--- src/rtl/button_counter.sv ---
// Debounced up/down push-button counter feeding the 7-segment display's binary_in.
// Each button: 2-flop synchroniser, debouncer, IDLE/HOLD/REPEAT auto-repeat FSM.
module button_counter #(
    parameter int DEBOUNCE_CYCLES = 1000000,
    parameter int HOLD_CYCLES     = 50000000,
    parameter int REPEAT_CYCLES   = 20000000,
    parameter int MAX_VALUE       = 15
) (
    input  logic       clk,
    input  logic       rst_n,
    input  logic       btn_up,
    input  logic       btn_down,
    output logic [3:0] count,
    output logic       step_up,
    output logic       step_down
);

    localparam int DB_W = $clog2(DEBOUNCE_CYCLES);
    localparam int TMAX = (HOLD_CYCLES > REPEAT_CYCLES) ? HOLD_CYCLES : REPEAT_CYCLES;
    localparam int TM_W = (TMAX > 1) ? $clog2(TMAX) : 1;

    localparam logic [DB_W-1:0] DB_LAST     = DB_W'(DEBOUNCE_CYCLES - 1);
    localparam logic [TM_W-1:0] HOLD_LAST   = TM_W'(HOLD_CYCLES - 1);
    localparam logic [TM_W-1:0] REPEAT_LAST = TM_W'(REPEAT_CYCLES - 1);
    localparam logic [3:0]      MAX_CNT     = 4'(MAX_VALUE);

    localparam logic [1:0] ST_IDLE   = 2'd0;
    localparam logic [1:0] ST_HOLD   = 2'd1;
    localparam logic [1:0] ST_REPEAT = 2'd2;

    // Index 0 is the up button, index 1 the down button throughout.
    logic [1:0]      sync1;
    logic [1:0]      sync2;
    logic [1:0]      db;
    logic [DB_W-1:0] db_cnt    [2];
    logic [1:0]      state     [2];
    logic [1:0]      state_nxt [2];
    logic [TM_W-1:0] timer     [2];
    logic [TM_W-1:0] timer_nxt [2];
    logic [1:0]      step;

    // NOTE: flops are written with <= so every register samples pre-edge values,
    // regardless of the order in which always blocks are evaluated.
    always_ff @(posedge clk or negedge rst_n) begin
        if (!rst_n) begin
            sync1 <= '0;
            sync2 <= '0;
        end else begin
            sync1 <= {btn_down, btn_up};
            sync2 <= sync1;
        end
    end

    // A level change is accepted only after DEBOUNCE_CYCLES consecutive differing samples.
    always_ff @(posedge clk or negedge rst_n) begin
        if (!rst_n) begin
            db <= '0;
            for (int i = 0; i < 2; i++) db_cnt[i] <= '0;
        end else begin
            for (int i = 0; i < 2; i++) begin
                if (sync2[i] == db[i]) begin
                    db_cnt[i] <= '0;
                end else if (db_cnt[i] == DB_LAST) begin
                    db[i]     <= sync2[i];
                    db_cnt[i] <= '0;
                end else begin
                    db_cnt[i] <= db_cnt[i] + DB_W'(1);
                end
            end
        end
    end

    // NOTE: every output of this block gets a default first, so no path leaves
    // a value unassigned and no latch is inferred.
    always_comb begin
        for (int i = 0; i < 2; i++) begin
            state_nxt[i] = state[i];
            timer_nxt[i] = timer[i] + TM_W'(1);
            step[i]      = 1'b0;
            case (state[i])
                ST_IDLE: begin
                    timer_nxt[i] = '0;
                    if (db[i]) begin
                        state_nxt[i] = ST_HOLD;
                        step[i]      = 1'b1;
                    end
                end
                ST_HOLD: begin
                    if (!db[i]) begin
                        state_nxt[i] = ST_IDLE;
                        timer_nxt[i] = '0;
                    end else if (timer[i] == HOLD_LAST) begin
                        state_nxt[i] = ST_REPEAT;
                        timer_nxt[i] = '0;
                        step[i]      = 1'b1;
                    end
                end
                ST_REPEAT: begin
                    // Release wins over a repeat step falling due in the same cycle.
                    if (!db[i]) begin
                        state_nxt[i] = ST_IDLE;
                        timer_nxt[i] = '0;
                    end else if (timer[i] == REPEAT_LAST) begin
                        timer_nxt[i] = '0;
                        step[i]      = 1'b1;
                    end
                end
                default: begin
                    state_nxt[i] = ST_IDLE;
                    timer_nxt[i] = '0;
                end
            endcase
        end
    end

    always_ff @(posedge clk or negedge rst_n) begin
        if (!rst_n) begin
            for (int i = 0; i < 2; i++) begin
                state[i] <= ST_IDLE;
                timer[i] <= '0;
            end
        end else begin
            for (int i = 0; i < 2; i++) begin
                state[i] <= state_nxt[i];
                timer[i] <= timer_nxt[i];
            end
        end
    end

    // Simultaneous up and down steps cancel in the count but both pulses still fire.
    always_ff @(posedge clk or negedge rst_n) begin
        if (!rst_n) begin
            count     <= '0;
            step_up   <= 1'b0;
            step_down <= 1'b0;
        end else begin
            step_up   <= step[0];
            step_down <= step[1];
            case (step)
                2'b01:   count <= (count == MAX_CNT) ? 4'd0 : count + 4'd1;
                2'b10:   count <= (count == 4'd0) ? MAX_CNT : count - 4'd1;
                default: count <= count;
            endcase
        end
    end

endmodule

--- config.mk ---
export PLATFORM = sky130hd
export DESIGN_NAME = button_counter
export DESIGN_NICKNAME = d
export VERILOG_FILES = /design/src/rtl/button_counter.sv
export SDC_FILE = /design/constraint.sdc
export NUM_CORES = 1
export LEC_CHECK = 0
export CAP_MARGIN = 20
export CORE_ASPECT_RATIO = 2
export CORE_UTILIZATION = 45
export CTS_BUF_LIST = sky130_fd_sc_hd__clkbuf_4
export CTS_CLUSTER_SIZE = 14
export DETAILED_ROUTE_END_ITERATION = 6
export PLACE_DENSITY = 0.69
export REMOVE_ABC_BUFFERS = 1
export SYNTH_ARGS = -nofsm -noshare
export SYNTH_HDL_FRONTEND = slang
export SYNTH_SLANG_ARGS = --single-unit
--- constraint.sdc ---
create_clock -name clk -period 6.6 [get_ports clk]
set_clock_uncertainty 0.2 [all_clocks]
set_input_delay 1.65 -clock clk [delete_from_list [all_inputs] [get_ports clk]]
set_output_delay 1.65 -clock clk [all_outputs]
set_load 0.005 [all_outputs]
After elaboration in Yosys (flattened, before gate mapping)
Cells that the tools add are included.
- bits in registers: 108
- latch bits: 0
- bits in writable memories: 0
- bits in read-only memories: 0
- input port bits: 4
- output and inout port bits: 6
- memories kept: 0
- add/subtract/negate cells: 6
- multipliers: 0
- divide/modulo/power cells: 0
- order comparisons: 0
- equal/unequal tests: 21
- shifts and indexed selects: 0
- multiplexer cells: 39
- bitwise logic cells: 2
- reductions and logical operators: 8
- operators with widths (operator ; count):
    $mux 26 ; 8
    $pmux 26 s2 ; 2
    $mux 20 ; 4
    $add 26x1->26 const B ; 2
    $eq 26x25->1 const B ; 2
    $eq 26x26->1 const B ; 2
    $add 20x1->20 const B ; 2
    $eq 20x20->1 const B ; 2
    $mux 2 ; 8
    $pmux 2 s3 ; 2
    $mux 1 ; 10
    $mux 4 ; 2
    $ne 2x2->1 const B ; 4
    $pmux 4 s2 ; 1
    $eq 2x1->1 const B ; 3
    $eq 2x2->1 const B ; 3
    $ne 3x3->1 const B ; 2
    $pmux 1 s3 ; 2
    $reduce_and 3->1 ; 2
    $add 4x1->4 const B ; 1
    $eq 4x4->1 const B ; 1
    $logic_not 2->1 ; 2
    $logic_not 4->1 ; 1
    $reduce_and 2->1 ; 2
    other kinds (4) ; 6

Depth between registers and ports, before layout
Gate-level depths: netlist of the first run.
- word-level depth: 6
- mapped depth: 12
- depth with buffers taken out: 11

Least setup slack after synthesis of the first run
No wires, ideal clock.
- kind: flip-flop to flip-flop
- start: reg timer[11] (netlist bit)
- end: reg count[3]
- setup time: 121 ps
- arrival time: 2872 ps
- data required time: 6279 ps
- setup slack: 3407 ps
- cell stages (with the launch flop): 12
- buffers on the path: 1
- clock period less this slack: 3193 ps
- cell sequence: dfrtp_1 > or4b_1 > or3_4 > nor4_1 > o21ai_0 > a21oi_1 > ha_1 > clkbuf_1 > nor4b_1 > o21ai_0 > o21a_1 > o22a_1
- longest elaborated chain between the ends: 6
- RTL lines (what ; RTL line ; RTL):
    start: declaration ; 38 ; logic [TM_W-1:0] timer [2];
    start signal: indexed assignment ; 125 ; timer[i] <= timer_nxt[i];
    $eq 26x25->1 / $eq 26x26->1 (equally long branches) ; 103, 92 ;
    $mux 1 (on tied branches) ; 103, 92 ;
    $mux 1 (on tied branches) ; 100, 89 ;
    $pmux 1 s3 (*) ; 80 ; case (state[i])
    net step[1] ; 40 ; logic [1:0] step;
    $eq 2x2->1 / $eq 2x1->1 (equally long branches) ; 139 ; case (step)
    $pmux 4 s2 / $reduce_bool 2->1 (equally long branches) ; n/a ;
    end signal: assignment ; 140 ; 2'b01: count <= (count == MAX_CNT) ? 4'd0 : count + 4'd1;
    end signal: assignment ; 141 ; 2'b10: count <= (count == 4'd0) ? MAX_CNT : count - 4'd1;
    end signal: assignment ; 142 ; default: count <= count;
    end: declaration ; 13 ; output logic [3:0] count,
The timed path passes the listed nets; every way through them passes the cells marked *.
A chain may end at the register's enable or synchronous reset.

Final worst setup path of the first run
- start: reg count[2]
- end: out count[2]
No word-level cell between the ends.

==> impl_summary.log, run 1 <==
INFO  metric run_status = finished clean
INFO  metric maxClockFrequency = roughly 290 MHz
INFO  metric clkTransAtPathRegs = approximately 0.17 ns
INFO  metric grt_pass1_wl = about 19000 um
INFO  metric synth.area.top_cells = dfrtp_1 (48%), xor2_1 (9.6%), nor2_1 (7.3%)
INFO  metric layout_min_cycle_time = 3.409 ns
INFO  metric grt_max_degree = 59
INFO  metric r2r.worst_path.cells = 10
INFO  metric timing_worst_slew_pin_value = 1.079 ns
INFO  metric timing.critical_path.depth = 1
INFO  metric wl_per_cell = around 15 um
INFO  metric initialDrtViolationCount = roughly 240
INFO  metric worst_slew_margin_rel = between 20% and 30%
INFO  metric hold_ws = around 0.17 ns
INFO  metric drt_pass1_iterations = 4
INFO  metric drive_above_1_share = under 10%
INFO  metric clkLatencyLatePin = between 0.4 and 0.5 ns
INFO  metric gpl_congestion = 0.8696
INFO  metric finalSetupViolations = 0
INFO  metric synth-seq-cells = 108
INFO  metric cp_slowest_cell = clkdlybuf4s50_1
INFO  metric worst_setup_path_start_kind = flop
INFO  metric routed_via_count = about 4200
INFO  metric vertical_extent_of_the_die = 159.5 um
INFO  metric synth_area = about 5600 sq um
INFO  metric fraction_of_the_cycle_the_final_worst_path_needs = between 50 and 60%
INFO  metric placement.io_buffers = 9
INFO  metric viasPerCell = ~5.7
INFO  metric timing.critical_path.to_type = output pin
INFO  metric die_w = ~80 um
INFO  metric cpLargestDelayFamily = buffers and inverters
INFO  metric slew_viol_final = 0
INFO  metric synth_commonest_cells = dfrtp_1 (108), nor2_1 (108), xor2_1 (61), nand2_1 (47), nand3_1 (42)
INFO  metric yosys_warnings = 0
INFO  metric grt_antenna_before_repair = 1
INFO  metric tritoncts_num_sinks = 108
INFO  metric area_growth_syn_to_layout = 7.349%
INFO  metric cts_resized = 0
INFO  metric n_fill_cell = ~1200
INFO  metric drcViolationCount = 0
INFO  metric critPathMaxStageDelay = ~0.55 ns
INFO  metric cts_buffers = 9
INFO  metric rsz_0062_raised_after_global_routing = false
INFO  metric whs_path_depth = 0
INFO  metric dieArea = between 10000 and 15000 sq um
INFO  metric ys_types = 50
INFO  metric power.static_leakage = between 2 and 2.5 nW
INFO  metric grt_use_total = 18.77%
INFO  metric synth.top_cell.area_share = between 40 and 50%
INFO  metric peakVddDrop = between 0.00007 and 0.00008 V
INFO  metric std_cell_rows = 57
INFO  metric initial_core_util = 46.06%
INFO  metric drtAntennaViolNets = 0
INFO  metric number_of_global_route_vias_before_repair = approximately 4300
INFO  metric synth_edf_count = 0
INFO  metric clock_tree.htree_level_count = 3
INFO  metric fin_tns_setup = 0 ns
INFO  metric timing.critical_path.arrival = 1.56 ns
INFO  metric cp_data_required_time = ~4.8 ns
INFO  metric cts_tree = yes
INFO  metric path_class = flop to output pin
INFO  metric register_cell_area_after_layout = about 2700 sq um
INFO  metric maxCapViolCount = 0
INFO  metric synthCells = between 500 and 600
INFO  metric timing.critical_path.cells = clkdlybuf4s50_1
INFO  metric syn_area_per_cell = slightly below 10 sq um
INFO  metric seq_area_frac_synth = about 48%
INFO  metric synth_ff_type = dfrtp_1
INFO  metric clockBufferDepth = 2
INFO  metric post_cts_hold_buffer_count = 0
INFO  metric detailed_place_hpwl = approximately 7800 um
INFO  metric power_per_unit_of_standard_cell_area = 183.3 nW/um^2
INFO  metric fin_nets = slightly above 600
INFO  metric cp_num_buf_inv = 1
INFO  metric holdCritPathClass = flop to flop
INFO  metric multi_input_comb_area = approximately 2800 sq um
INFO  metric synth-async-reset-ratio = 100.0%
INFO  metric coreArea = about 12000 sq um
INFO  metric yosys.area.top_type = dfrtp_1
INFO  metric cts_setup_buffers = 0
INFO  metric cts_root_buf = clkbuf_4
INFO  metric timing.critical_path.fanout_max = 9
INFO  metric grt-ovfl-total = 0
INFO  metric io_pins = 10
INFO  metric hold_violations = 0
INFO  metric postRouteWirelength = roughly 11000 um
[layout make-up]
type | count | area share [%]
antenna | 1 | 0.04174
clock buffer | 9 | 1.127
clock inverter | 7 | 1.899
inverter | 16 | 1.002
multi-input combinational | 441 | 45.92
sequential | 108 | 45.08
tap | 147 | 3.068
timing repair buffer | 12 | 1.858
[final timing paths]
check / from / to / slack (ns)
worst max-delay path: count[2]$_DFFE_PN0P_ / count[2] / 3.19
worst min-delay path: sync1[0]$_DFF_PN0_ / sync2[0]$_DFF_PN0_ / 0.17
worst max register to register: timer[11]$_DFF_PN0_ / count[3]$_DFFE_PN0P_ / 3.19
worst min register to register: sync1[0]$_DFF_PN0_ / sync2[0]$_DFF_PN0_ / 0.17
max in group asynchronous: rst_n / db_cnt[20]$_DFF_PN0_ / 4.04
min in group asynchronous: rst_n / step_up$_DFF_PN0_ / 0.97
[power breakdown]
part / switching (mW) / leakage [nW] / internal [mW]
registers: 0.00401 / 1.50 / 0.666
clock network: 0.241 / 0.0962 / 0.164
logic: 0.0185 / 0.865 / 0.00489
total: 0.264 / 2.46 / 0.835
[routing by layer]
| layer | global-route usage (%) | part of all wire [%] | routed length, um | vias up |
|---|---|---|---|---|
| li1 | - | - | - | 2018 |
| met1 | 21.08 | 40 | 4341 | 2116 |
| met2 | 32.59 | 54 | 5902 | 63 |
| met3 | 3.095 | 2.0 | 219 | 27 |
| met4 | 10.55 | 4.2 | 456 | 0 |
| met5 | 0 | 0 | 0 | - |
[logic make-up (layout without fill, tap and decap cells)]
family	count (synthesis)	in the layout	synth area share, %
AND/OR/NAND/NOR	299	299	26.80
flip-flops	108	108	48.40
adder cells (fa/ha/maj)	16	16	3.585
XOR/XNOR	85	85	13.33
other	0	1	0
buffers and inverters	26	44	2.308
multiplexers	2	2	0.4033
AO/OA/AOI/OAI	39	39	5.176
[per-stage QoR]
step                      instances  worst slack [ns]  utilization, %  total power, mW  cell area, sq um
final                           741             3.191           49.44            1.099              5995
after global routing            741             2.993           49.44            1.144              5995
after CTS                       738             3.167           49.29            1.112              5976
after detailed placement        722             3.190           47.79           0.7069              5794
after global placement          722             3.220           47.79           0.7063              5794
after floorplan                 565             3.511               -           0.6887              5515
[sequential cells by signal, indices dropped and copies added, names as in the netlist]
name	flops
db	2
sync2	2
timer	52
state	4
step_up	1
step_down	1
count	4
db_cnt	40
sync1	2
[cell usage in the layout, fill, tap and decap left out, types with 10 or more instances in the layout]
cell     netlist  layout
xor2_1        61      61
nand2_1       47      47
nor4_1        10      10
inv_1         16      16
and3_1        20      20
nand3_1       42      42
xnor2_1       24      24
ha_1          16      16
dfrtp_1      108     108
nand4_1       27      27
nor2_1       108     108
Note: power is estimated with default switching activity, not from simulation.
==> inputs of run 2 (changes only) <==
Settings changed: PLACE_DENSITY 0.69 to 0.71.
Clock period 6.6 ns to 2.97 ns, I/O delays scaled along.
==> run 2 against run 1 <==
Effect of this change:
- largest cell class unchanged
- critical endpoint is now count[3]$_DFFE_PN0P_
- via count rose by 3.2%
- final cell count increased by 6.2%
- clock-buffer cell count grew 1
- register-to-register slack worse by 3.2 ns
- sequential power rose by 120%
==> impl_summary.log, run 2 (same netlist as run 1, synthesis figures left out) <==
INFO  metric run_status = finished clean
INFO  metric drive_above_1_share = between 10% and 20%
INFO  metric grt-ovfl-total = 0
INFO  metric clockBufferDepth = 2
INFO  metric holdCritStartpoint = sync1[1]$_DFF_PN0_
INFO  metric clkLatencyLatePin = approximately 0.48 ns
INFO  metric timing.critical_path.fanout_max = 2
INFO  metric std_cell_rows = between 50 and 60
INFO  metric internal_power = 1.687 mW
INFO  metric grt_use_total = between 20% and 30%
INFO  metric clock_power_share = 31.0%
INFO  metric grt_pass1_wl = between 20000 and 25000 um
INFO  metric layout_min_cycle_time = about 2.9 ns
INFO  metric p_sw_share = ~25%
INFO  metric preCtsSetupSlack = -0.1502 ns
INFO  metric die_w = just over 80 um
INFO  metric slew_viol_final = 0
INFO  metric startpoint = timer[11]$_DFF_PN0_
INFO  metric drtAntennaViolNets = 0
INFO  metric maxCapViolCount = 0
INFO  metric viasPerCell = between 5 and 6
INFO  metric detailed_place_hpwl = ~9000 um
INFO  metric dpl.cell_count = around 770
INFO  metric layout_common_cells = nor2_1 (108), dfrtp_1 (108), xor2_1 (61)
INFO  metric regs_by_ff_count = timer: 52 flops, db_cnt: 40 flops
INFO  metric dieArea = between 10000 and 15000 sq um
INFO  metric initialDrtViolationCount = 217
INFO  metric tritoncts_num_sinks = 108
INFO  metric fraction_of_the_cycle_the_final_worst_path_needs = 98.82%
INFO  metric number_of_global_route_vias_before_repair = between 4000 and 5000
INFO  metric drcViolationCount = 0
INFO  metric timing_worst_slew_pin_value = between 0.8 and 0.9 ns
INFO  metric power.static_leakage = 2.669 nW
INFO  metric peakVddDrop = about 0.00016 V
INFO  metric wl_per_cell = around 15 um
INFO  metric combPwrFrac = between 2 and 3%
INFO  metric met2_length = ~6700 um
INFO  metric io_pins = 10
INFO  metric initial_core_util = around 46%
INFO  metric routed_via_count = between 4000 and 5000
INFO  metric placement.io_buffers = 9
INFO  metric worst_r2r_startpoint = timer[11]$_DFF_PN0_
INFO  metric power_per_unit_of_standard_cell_area = 353.4 nW/um^2
INFO  metric worst_setup_path_start_kind = flop
INFO  metric multi_input_comb_area = 2806 sq um
INFO  metric timing.critical_path.to_type = flop
INFO  metric vertical_extent_of_the_die = approximately 160 um
INFO  metric top_signal_layer_used = met4
INFO  metric holdCritPathClass = flop to flop
INFO  metric final_util = 52.39%
INFO  metric register_cell_area_after_layout = approximately 2700 sq um
INFO  metric layout_setup_ws = roughly 0.035 ns
INFO  metric cts_buffers = 9
INFO  metric cp_data_required_time = 3.15 ns
INFO  metric maxClockFrequency = ~340 MHz
INFO  metric cts_root_buf = clkbuf_4
INFO  metric gpl_congestion = approximately 0.83
INFO  metric area_growth_syn_to_layout = 13.76%
INFO  metric rsz_0062_raised_after_global_routing = true
INFO  metric hold_violations = 0
INFO  metric fin_nets = about 650
INFO  metric grt_max_degree = 38
INFO  metric seq_power_share = roughly two thirds
INFO  metric max_reg_flops = 52
INFO  metric final_cell_count_no_fill = around 800
INFO  metric detail_route.wirelength.met1 = about 4500 um
INFO  metric hold_ws = roughly 0.17 ns
INFO  metric coreArea = roughly 12000 sq um
INFO  metric timing.critical_path.arrival = between 3 and 4 ns
INFO  metric worst_slew_margin_rel = 46.26%
INFO  metric max_flop_register = timer
INFO  metric finalSetupViolations = 0
INFO  metric clkTransAtPathRegs = ~0.17 ns
INFO  metric dr_wl_met3 = approximately 280 um
INFO  metric drt_pass1_iterations = 4
INFO  metric path_class = flop to flop
INFO  metric grt_antenna_before_repair = 1
INFO  metric switching_power = about 560 uW
INFO  metric fin_tns_setup = 0 ns
INFO  metric postRouteWirelength = about 12000 um
INFO  metric cts_tree = yes
INFO  metric clock_tree.htree_level_count = 3
INFO  metric n_fill_cell = between 1000 and 1500
==> run 2: changes by cell type in the layout (fill, tap and decap cells not counted), sizes merged <==
| cell | previous run | this run |
|---|---|---|
| inv | 20 | 18 |
| buf | 4 | 49 |
| dlygate4sd3 | 0 | 1 |
| bufinv | 2 | 0 |
| clkinv | 1 | 4 |
| clkbuf | 9 | 10 |
==> run 2: metrics by stage <==
stage / area (sq um) / total power, mW
after floorplan: 5515 / 1.530
after global placement: 6130 / 1.573
after detailed placement: 6130 / 1.578
after CTS: 6287 / 2.274
after global routing: 6352 / 2.343
final: 6352 / 2.245
==> run 2: power by group through the flow <==
stage          combinational (mW)  clock (mW)  sequential [mW]
6_report                   0.0587       0.696             1.49
5_1_grt                    0.0681       0.783             1.49
4_1_cts                    0.0616       0.722             1.49
3_5_place_dp               0.0604           0             1.52
3_3_place_gp               0.0577           0             1.52
2_1_floorplan              0.0158           0             1.51
==> run 2: path summary, 6_finish.rpt <==
path | endpoint | slack (ns) | cells after the start
max in group asynchronous | timer[20]$_DFF_PN0_ | 1.34 | 3
worst min register to register | sync2[1]$_DFF_PN0_ | 0.17 | 0
worst min-delay path | sync2[1]$_DFF_PN0_ | 0.17 | 0
worst max-delay path | count[3]$_DFFE_PN0P_ | 0.04 | 11
worst max register to register | count[3]$_DFFE_PN0P_ | 0.04 | 11
min in group asynchronous | state[2]$_DFFE_PN0P_ | 0.52 | 2
==> run 2: worst max-delay path, cell delays in order, from the launching register on <==
cell and delay (ns):
dfrtp_1 0.43, or4b_1 0.51, or3_4 0.36, nor4_4 0.27
o21ai_1 0.12, a21oi_1 0.17, buf_4 0.16, ha_4 0.13
nor4b_4 0.17, o21ai_1 0.09, o21a_1 0.11, o22a_1 0.15
==> run 2: metal layers <==
layer	GRT usage [%]	vias up
met4	11.04	0
met3	3.152	33
met5	0	-
met2	36.71	79
li1	-	2112
met1	21.14	2137
==> run 2: timing repair <==
action / in CTS / in global routing
setup endpoints to repair: 3 / 3
hold buffers: 1 / 0
pin swaps: 2 / 8
buffers inserted: 0 / 4
hold endpoints to repair: 27 / 0
resized for setup: 6 / 7
==> run 2: area by class of cell <==
cell class,count,share of cell area (%)
repair buffers,58,7.465
well taps,147,2.895
clock inverters,6,0.7485
inverters,16,0.9454
diodes,1,0.03939
flip-flops and latches,108,42.54
multi-input cells,441,44.18
clock buffers,10,1.182
==> inputs of run 3 (changes only) <==
Settings changed: GPL_TIMING_DRIVEN set to 0.
==> run 3 against run 2 <==
Effect of this change:
- wire length fell by 4.4%
- sequential power is essentially flat
- setup slack gained 0.025 ns
- fmax up 0.86%
- clock-buffer cell count fell by 1
- sequential share of layout area up 1.3 points
- first-iteration DRC count grew 37%
- design area down 2.8%
- clock power fell by 2%
- final cell count fell by 3.7%
- worst hold slack lost 0.0035 ns
- total power down 0.75%
- largest cell class unchanged
==> impl_summary.log, run 3 (same netlist as run 1, synthesis figures left out) <==
INFO  metric gpl_congestion = between 0.8 and 0.9
INFO  metric initialDrtViolationCount = approximately 300
INFO  metric cp_data_required_time = 3.15 ns
INFO  metric holdCritStartpoint = sync1[1]$_DFF_PN0_
INFO  metric std_cell_rows = between 50 and 60
INFO  metric fin_nets = between 600 and 700
INFO  metric viasPerCell = approximately 5.6
INFO  metric tritoncts_num_sinks = approximately 110
INFO  metric vertical_extent_of_the_die = roughly 160 um
INFO  metric timing.critical_path.to_type = flop
INFO  metric area_growth_syn_to_layout = 10.60%
INFO  metric met1_capacity_usage_during_global_routing = 20.15%
INFO  metric power.static_leakage = between 2 and 3 nW
INFO  metric initial_core_util = roughly 46%
INFO  metric die_w = slightly above 80 um
INFO  metric grt_use_met2 = around a third
INFO  metric max_reg_flops = 52
INFO  metric routed_via_count = approximately 4300
INFO  metric p_sw_share = roughly a quarter
INFO  metric path_class = flop to flop
INFO  metric detailed_place_hpwl = about 8000 um
INFO  metric drtAntennaViolNets = 0
INFO  metric layout_min_cycle_time = about 2.9 ns
INFO  metric whs_path_depth = 0
INFO  metric layout_common_cells = nor2_1 (108), dfrtp_1 (106), xor2_1 (61)
INFO  metric dieArea = about 13000 sq um
INFO  metric clock_power_share = between 30% and 40%
INFO  metric holdCritPathClass = flop to flop
INFO  metric clockBufferDepth = 2
INFO  metric switching_power = about 550 uW
INFO  metric seq_power_share = between 60 and 70%
INFO  metric hold_ws = 0.1668 ns
INFO  metric wl_per_cell = 15.02 um
INFO  metric drive_above_1_share = under 10%
INFO  metric combPwrFrac = 2.6%
INFO  metric worst_setup_path_start_kind = flop
INFO  metric grt_util_met3 = under 10%
INFO  metric maxClockFrequency = ~340 MHz
INFO  metric worst_r2r_startpoint = timer[7]$_DFF_PN0_
INFO  metric cts_root_buf = clkbuf_4
INFO  metric critical_path.reg2reg.endpoint = count[3]$_DFFE_PN0P_
INFO  metric postRouteWirelength = about 11000 um
INFO  metric cts_buffers = 9
INFO  metric total_power = 2.228 mW
INFO  metric worst_slew_margin_rel = 26.23%
INFO  metric fin_tns_setup = 0 ns
INFO  metric grt_pass1_wl = 19050 um
INFO  metric run_status = finished clean
INFO  metric final_util = between 50% and 60%
INFO  metric grt-ovfl-total = 0
INFO  metric power_per_unit_of_standard_cell_area = ~360 nW/um^2
INFO  metric fraction_of_the_cycle_the_final_worst_path_needs = 97.97%
INFO  metric number_of_global_route_vias_before_repair = roughly 4200
INFO  metric coreArea = around 12000 sq um
INFO  metric r2r_setup_slack = ~0.06 ns
INFO  metric placement.io_buffers = 9
INFO  metric clock_tree.htree_level_count = 3
INFO  metric clkLatencyLatePin = ~0.48 ns
INFO  metric io_pins = 10
INFO  metric drcViolationCount = 0
INFO  metric drt_pass1_iterations = 5
INFO  metric timing.critical_path.fanout_max = 2
INFO  metric timing.critical_path.arrival = 3.09 ns
INFO  metric maxCapViolCount = 0
INFO  metric grt_max_degree = 74
INFO  metric final_common_cell = nor2_1
INFO  metric clkTransAtPathRegs = around 0.17 ns
INFO  metric rsz_0062_raised_after_global_routing = true
INFO  metric cts_tree = yes
INFO  metric peakVddDrop = between 0.0002 and 0.00025 V
INFO  metric finalSetupViolations = 0
INFO  metric slew_viol_final = 0
INFO  metric hold_violations = 0
INFO  metric timing_worst_slew_pin_value = about 1.1 ns
INFO  metric grt_antenna_before_repair = 1
INFO  metric busiest_layer = met2
INFO  metric grt_use_total = about a fifth
INFO  metric max_flop_register = timer
INFO  metric internal_power = around 1.7 mW
INFO  metric regs_by_ff_count = timer: 52 flops, db_cnt: 40 flops
INFO  metric r2r.worst_path.cells = 10
INFO  metric capture_endpoint_of_the_worst_hold_path = sync2[1]$_DFF_PN0_
run 3: final cells by class:
type                            count  area (sq um)
Fill cell                        1125          5948
Multi-Input combinational cell    441          2836
Sequential cell                   108          2705
Timing Repair Buffer               29         269.0
Tap cell                          147         183.9
Clock buffer                        9         67.56
Inverter                           16         60.06
Clock inverter                      7         51.30
Antenna cell                        1         2.502
run 3: timing repair:
item,in CTS,in global routing
pin swaps,5,7
buffers inserted,7,9
endpoints found under the hold margin,13,0
endpoints found under the setup margin,6,4
hold buffers,1,0
gates resized for setup,12,12
run 3: worst max-delay path by stage:
stage                                       to           startpoint  slack [ns]
after global routing      count[3]$_DFFE_PN0P_  timer[27]$_DFF_PN0_       -0.08
final                     count[3]$_DFFE_PN0P_   timer[7]$_DFF_PN0_        0.06
after CTS                  timer[43]$_DFF_PN0_  timer[37]$_DFF_PN0_      -0.001
after detailed placement  count[3]$_DFFE_PN0P_  timer[11]$_DFF_PN0_       -0.64
after floorplan           count[3]$_DFFE_PN0P_  timer[11]$_DFF_PN0_       -0.12
after global placement      timer[4]$_DFF_PN0_                rst_n       -3.06
run 3: worst max-delay path, stage by stage (launching register included):
cell	delay [ns]
dfrtp_1	0.43
or4b_1	0.51
or3_4	0.41
nor4_4	0.16
o21ai_1	0.10
a21oi_2	0.25
ha_4	0.19
nor4b_4	0.17
o21ai_1	0.10
o21a_1	0.11
o22a_1	0.17
run 3: layer usage:
layer / vias up / part of all wire [%]
met1: 2142 / 38
met3: 26 / 1.8
met5: - / 0
li1: 2040 / -
met2: 61 / 57
met4: 0 / 2.9
run 3: power by group through the flow:
stage	Clock, mW	Combinational [mW]	Sequential, mW
after floorplan	0	0.0158	1.51
after global placement	0	0.0529	1.52
after detailed placement	0	0.0588	1.52
after CTS	0.707	0.0599	1.49
after global routing	0.786	0.0660	1.49
final	0.681	0.0569	1.49
run 3: metrics by stage:
stage          instances  setup slack, ns  cell area (sq um)
2_1_floorplan        565          -0.1191               5515
3_3_place_gp         721           -3.057               5789
3_5_place_dp         723          -0.6375               5819
4_1_cts              747        -0.001087               6052
5_1_grt              758         -0.08236               6176
6_report             758          0.06023               6176
